## config.mk

```make
export PLATFORM = sky130hd
export DESIGN_NAME = i281_program_loader
export DESIGN_NICKNAME = d
export VERILOG_FILES = /design/src/rtl/i281_loader_pkg.sv /design/src/rtl/i281_program_loader.sv
export SDC_FILE = /design/constraint.sdc
export NUM_CORES = 1
export LEC_CHECK = 0
export CAP_MARGIN = 15
export CORE_MARGIN = 3
export CORE_UTILIZATION = 45
export DETAILED_ROUTE_END_ITERATION = 10
export PLACE_DENSITY = 0.71
export SLEW_MARGIN = 10
export SYNTH_ARGS = -nofsm -noshare
export SYNTH_HDL_FRONTEND = slang
export SYNTH_SLANG_ARGS = --single-unit
```

## constraint.sdc

```tcl
create_clock -name clock -period 2.75 [get_ports clock]
set_input_delay 0.4125 -clock clock [delete_from_list [all_inputs] [get_ports clock]]
set_output_delay 0.4125 -clock clock [all_outputs]
set_load 0.01 [all_outputs]
```

## src/rtl/i281_loader_pkg.sv

```systemverilog
// Shared definitions for the i281 boot loader: command codes and FSM states.
package i281_loader_pkg;

    typedef enum logic [1:0] {
        CMD_NOP   = 2'b00,
        CMD_CODE  = 2'b01,
        CMD_DATA  = 2'b10,
        CMD_START = 2'b11
    } cmd_e;

    typedef enum logic [2:0] {
        ST_IDLE,
        ST_LEN,
        ST_HI,
        ST_LO,
        ST_DATA,
        ST_CSUM,
        ST_RUN
    } state_e;

endpackage

```

## src/rtl/i281_program_loader.sv

```systemverilog
// Framed byte-stream boot loader: fills code/data memory, checks frame sums,
// then releases the CPU from reset and starts it on a START command.
module i281_program_loader
    import i281_loader_pkg::*;
#(
    parameter int CODE_AW = 6,
    parameter int DATA_AW = 4
) (
    input  logic               clock,
    input  logic               reset,
    input  logic [7:0]         in_byte,
    input  logic               in_valid,
    output logic               in_ready,
    output logic               code_we,
    output logic [CODE_AW-1:0] code_addr,
    output logic [15:0]        code_wdata,
    output logic               data_we,
    output logic [DATA_AW-1:0] data_addr,
    output logic [7:0]         data_wdata,
    output logic               cpu_reset,
    output logic               cpu_run,
    output logic               error,
    output logic [7:0]         frames_ok
);

    state_e               state_q;
    logic                 is_code_q;
    logic [7:0]           cnt_q;
    logic [7:0]           sum_q;
    logic [7:0]           hi_q;
    logic [CODE_AW-1:0]   code_ptr_q;
    logic [DATA_AW-1:0]   data_ptr_q;
    logic                 code_we_q, data_we_q;
    logic [CODE_AW-1:0]   code_addr_q;
    logic [15:0]          code_wdata_q;
    logic [DATA_AW-1:0]   data_addr_q;
    logic [7:0]           data_wdata_q;
    logic                 cpu_reset_q, cpu_run_q, error_q;
    logic [7:0]           frames_ok_q;

    logic                 accept;
    logic [7:0]           sum_d;

    always_comb begin
        accept = in_valid && (state_q != ST_RUN);
        sum_d  = sum_q + in_byte;
    end

    always_ff @(posedge clock or negedge reset) begin
        if (!reset) begin
            state_q      <= ST_IDLE;
            is_code_q    <= 1'b0;
            cnt_q        <= '0;
            sum_q        <= '0;
            hi_q         <= '0;
            code_ptr_q   <= '0;
            data_ptr_q   <= '0;
            code_we_q    <= 1'b0;
            data_we_q    <= 1'b0;
            code_addr_q  <= '0;
            code_wdata_q <= '0;
            data_addr_q  <= '0;
            data_wdata_q <= '0;
            cpu_reset_q  <= 1'b1;
            cpu_run_q    <= 1'b0;
            error_q      <= 1'b0;
            frames_ok_q  <= '0;
        end else begin
            code_we_q <= 1'b0;
            data_we_q <= 1'b0;
            // One reset-free cycle in RUN before the run flag rises.
            if (state_q == ST_RUN) cpu_run_q <= 1'b1;
            if (accept) begin
                sum_q <= sum_d;
                case (state_q)
                    ST_IDLE: begin
                        sum_q <= in_byte;
                        case (cmd_e'(in_byte[7:6]))
                            CMD_CODE: begin
                                is_code_q  <= 1'b1;
                                code_ptr_q <= in_byte[CODE_AW-1:0];
                                state_q    <= ST_LEN;
                            end
                            CMD_DATA: begin
                                is_code_q  <= 1'b0;
                                data_ptr_q <= in_byte[DATA_AW-1:0];
                                state_q    <= ST_LEN;
                            end
                            CMD_START: begin
                                if (!error_q) begin
                                    cpu_reset_q <= 1'b0;
                                    state_q     <= ST_RUN;
                                end
                            end
                            default: ;
                        endcase
                    end
                    ST_LEN: begin
                        cnt_q <= in_byte;
                        if (in_byte == 8'd0) state_q <= ST_CSUM;
                        else if (is_code_q)  state_q <= ST_HI;
                        else                 state_q <= ST_DATA;
                    end
                    ST_HI: begin
                        hi_q    <= in_byte;
                        state_q <= ST_LO;
                    end
                    ST_LO: begin
                        code_we_q    <= 1'b1;
                        code_addr_q  <= code_ptr_q;
                        code_wdata_q <= {hi_q, in_byte};
                        code_ptr_q   <= code_ptr_q + 1'b1;
                        cnt_q        <= cnt_q - 8'd1;
                        state_q      <= (cnt_q == 8'd1) ? ST_CSUM : ST_HI;
                    end
                    ST_DATA: begin
                        data_we_q    <= 1'b1;
                        data_addr_q  <= data_ptr_q;
                        data_wdata_q <= in_byte;
                        data_ptr_q   <= data_ptr_q + 1'b1;
                        cnt_q        <= cnt_q - 8'd1;
                        state_q      <= (cnt_q == 8'd1) ? ST_CSUM : ST_DATA;
                    end
                    ST_CSUM: begin
                        if (sum_d == 8'd0) begin
                            if (frames_ok_q != 8'hFF) frames_ok_q <= frames_ok_q + 8'd1;
                        end else begin
                            error_q <= 1'b1;
                        end
                        state_q <= ST_IDLE;
                    end
                    default: ;
                endcase
            end
        end
    end

    always_comb begin
        in_ready   = (state_q != ST_RUN);
        code_we    = code_we_q;
        code_addr  = code_addr_q;
        code_wdata = code_wdata_q;
        data_we    = data_we_q;
        data_addr  = data_addr_q;
        data_wdata = data_wdata_q;
        cpu_reset  = cpu_reset_q;
        cpu_run    = cpu_run_q;
        error      = error_q;
        frames_ok  = frames_ok_q;
    end

endmodule

```

==> results.toml <==
[synth]
synthDistinctLibCells = 48
synth_area_um2 = 4190
ys_seq_elements = 85
synth_area_per_cell_um2 = 10.4
async_reset_ff_frac = 1.00
syn_inst = 403
yosys_warnings = 0
synthFlopType = "dfrtp_1"
synth_edf_count = 0
synth_nets = 431
ys_seq_area_frac = 0.509

[cts]
cts-root-buf = "clkbuf_8"
clk_latency_ns = 0.36
clockBufferDepth = 2
clkSinkCount = 85
cts_buffers = 9
cts_tree = "done"
clk_pin_slew_ns = 0.09
ctsHtreeMaxLevel = 3

[route]
first_pass_iters = 4
drc = 0
routed_wl_um = 10000
vias_per_cell = 5.49
ant_nets = 0
drt_iter0_drc = 154
via_count = 3373
wire_per_inst_um = 16.3

[flow_run]
max-cap-violations = 0

[timing]
min_period_ns = 2.75
max_slew_margin = 0.347
slew_violations = 0
timing.setup.tns_ns = -0.000744
fin_hold_ws_ns = 0.0239
rsz0062_at_grt = "true"
setup_viol = 1
max_slew.worst_pin.slew_ns = 0.975
clock.fmax_mhz = 364
fin_skew_ns = 0.00969
period_share = 1.00
setup_ws_ns = -0.000744
hold_viol = 0

[floorplanning]
io_pins = 59
row_count = 34
start_util = 0.471
core_um2 = 8890
die_w_um = 102
dieArea_um2 = 10500
die_h_um = 102

[critical_path]
end_kind = "flop"
crit_type = "flop to flop"
slowest_stage = "or4_4"
r2r-start = "sum_q[2]"
startpoint_type = "flop"
required_ns = 3.03
rrSetupSlack_ns = -0.0007
timing.rr.end = "frames_ok[5]"
crit_arrival_ns = 3.04
rr_worst_depth = 9
cpPeakStageDelay_ns = 0.57
cpLargestDelayFamily = "simple AND/OR/NAND/NOR gates"
cp_max_fo = 7
crit_buf_inv = 1
path_cells = "ha_2, buf_4, nor2_1, o31ai_4, xnor2_2, or4_4, and4b_2, and4_4, xor2_2"
cp.depth = 9

[global_route]
antenna_found_initial = 0
grt_pass1_wl_um = 16300
grt_max_degree = 45
overflow = 0
grt_pass1_vias = 3273
grt_usage = 0.202

[power]
power_density_nw_per_um2 = 1130
ir_worst_vdd_mv = 0.533
total_power_w = 0.00623
p_leak_nw = 2.48

[hold_path]
min_path_type = "primary input to async pin"

[place]
port_buffers = 58
place_congestion = 0.949
hpwl_um = 7320
placed_area_um2 = 5140

[final_layout]
postLayoutCellArea_um2 = 5500
fillers = 714
antenna_cells = 0
seqCellArea_um2 = 2130
drive_gt1_frac = 0.235
area_growth_syn_to_layout_pct = 31.5
multi_input_area_um2 = 2030
fin_nets = 529

[run_status]
status = "complete, but fails checks"
violations = "setup timing"
Yosys cell counts, drive strengths merged, types with 7 or more instances:
| cell | number | area share |
|---|---|---|
| nand2 | 40 | 0.036 |
| nand3 | 7 | 0.0084 |
| o21ai | 39 | 0.047 |
| nor3 | 9 | 0.011 |
| mux2 | 38 | 0.10 |
| ha | 16 | 0.048 |
| inv | 15 | 0.013 |
| nor2 | 31 | 0.028 |
| dfrtp | 84 | 0.50 |
| xnor2 | 8 | 0.017 |
| clkbuf | 12 | 0.011 |
| a21oi | 28 | 0.033 |
layer usage:
layer  wire length (um)  vias up  GRT usage  part of all wire
met5                  0        -          0                 0
met4                240        0     0.0787             0.024
met1               4520     1629      0.268              0.45
met2               4720      103      0.326              0.47
li1                   -     1620          -                 -
met3                553       21     0.0423             0.055
metrics by stage:
step	setup slack (ns)	utilization	std cells
4_1_cts	0.00827	0.614	612
3_3_place_gp	-0.602	0.578	592
6_report	-0.000744	0.619	614
2_1_floorplan	0.146	-	403
5_1_grt	-0.0761	0.619	614
3_5_place_dp	-0.691	0.578	592
worst max path at each step:
stage / from / end
after floorplan: in_byte[1] / frames_ok[1]
after global routing: sum_q[2] / frames_ok[5]
after detailed placement: in_byte[0] / frames_ok[1]
after CTS: sum_q[0] / frames_ok[5]
after global placement: in_byte[1] / frames_ok[1]
final: sum_q[2] / frames_ok[5]
cell usage in the layout (no fill, tap or decap), types with 6 or more instances in the layout:
| cell | n |
|---|---|
| a21oi_1 | 28 |
| buf_4 | 41 |
| clkbuf_8 | 10 |
| clkdlybuf4s50_1 | 53 |
| dfrtp_1 | 84 |
| ha_1 | 13 |
| inv_1 | 14 |
| mux2_2 | 37 |
| nand2_1 | 40 |
| nand3_1 | 7 |
| nor2_1 | 31 |
| nor3_1 | 9 |
| o21ai_0 | 38 |
| xnor2_1 | 6 |
kinds of logic (layout without fill, tap and decap cells):
logic type,Yosys count,in the layout,share of synthesized area
simple gates,122,122,0.140
buf+inv,29,132,0.0278
mux,42,42,0.112
xor+xnor,13,13,0.0290
fa+ha+maj,17,17,0.0526
flops,85,85,0.509
compound gates,95,95,0.131
sequential cells by signal (all words and copies together) (netlist names), 3 cells and up:
| signal | flops |
|---|---|
| code_wdata | 16 |
| hi_q | 8 |
| data_wdata | 8 |
| data_ptr_q | 4 |
| state_q | 3 |
| code_ptr_q | 6 |
| sum_q | 8 |
| code_addr | 6 |
| cnt_q | 8 |
| data_addr | 4 |
| frames_ok | 8 |
repair_timing:
item / in CTS / in global routing
cloned: 0 / 0
gates resized for setup: 17 / 5
pin swaps: 7 / 8
hold buffers: 0 / 0
endpoints found under the setup margin: 8 / 7
setup buffers: 4 / 2
power breakdown:
part	internal (W)	switching [W]	leakage (nW)	total (W)
combinational	0.00164	0.00144	1.33	0.00308
sequential	0.00178	0.000373	1.04	0.00215
clock	0.000542	0.000453	0.113	0.000995
total	0.00397	0.00227	2.48	0.00623
cell type report:
| cell class | instances | area share |
|---|---|---|
| repair buffers | 101 | 0.168 |
| clock inverters | 6 | 0.0171 |
| flip-flops and latches | 85 | 0.387 |
| multi-input cells | 289 | 0.368 |
| well taps | 108 | 0.0246 |
| clock buffers | 10 | 0.0250 |
| inverters | 15 | 0.0102 |
(Power assumes the default switching activity.)
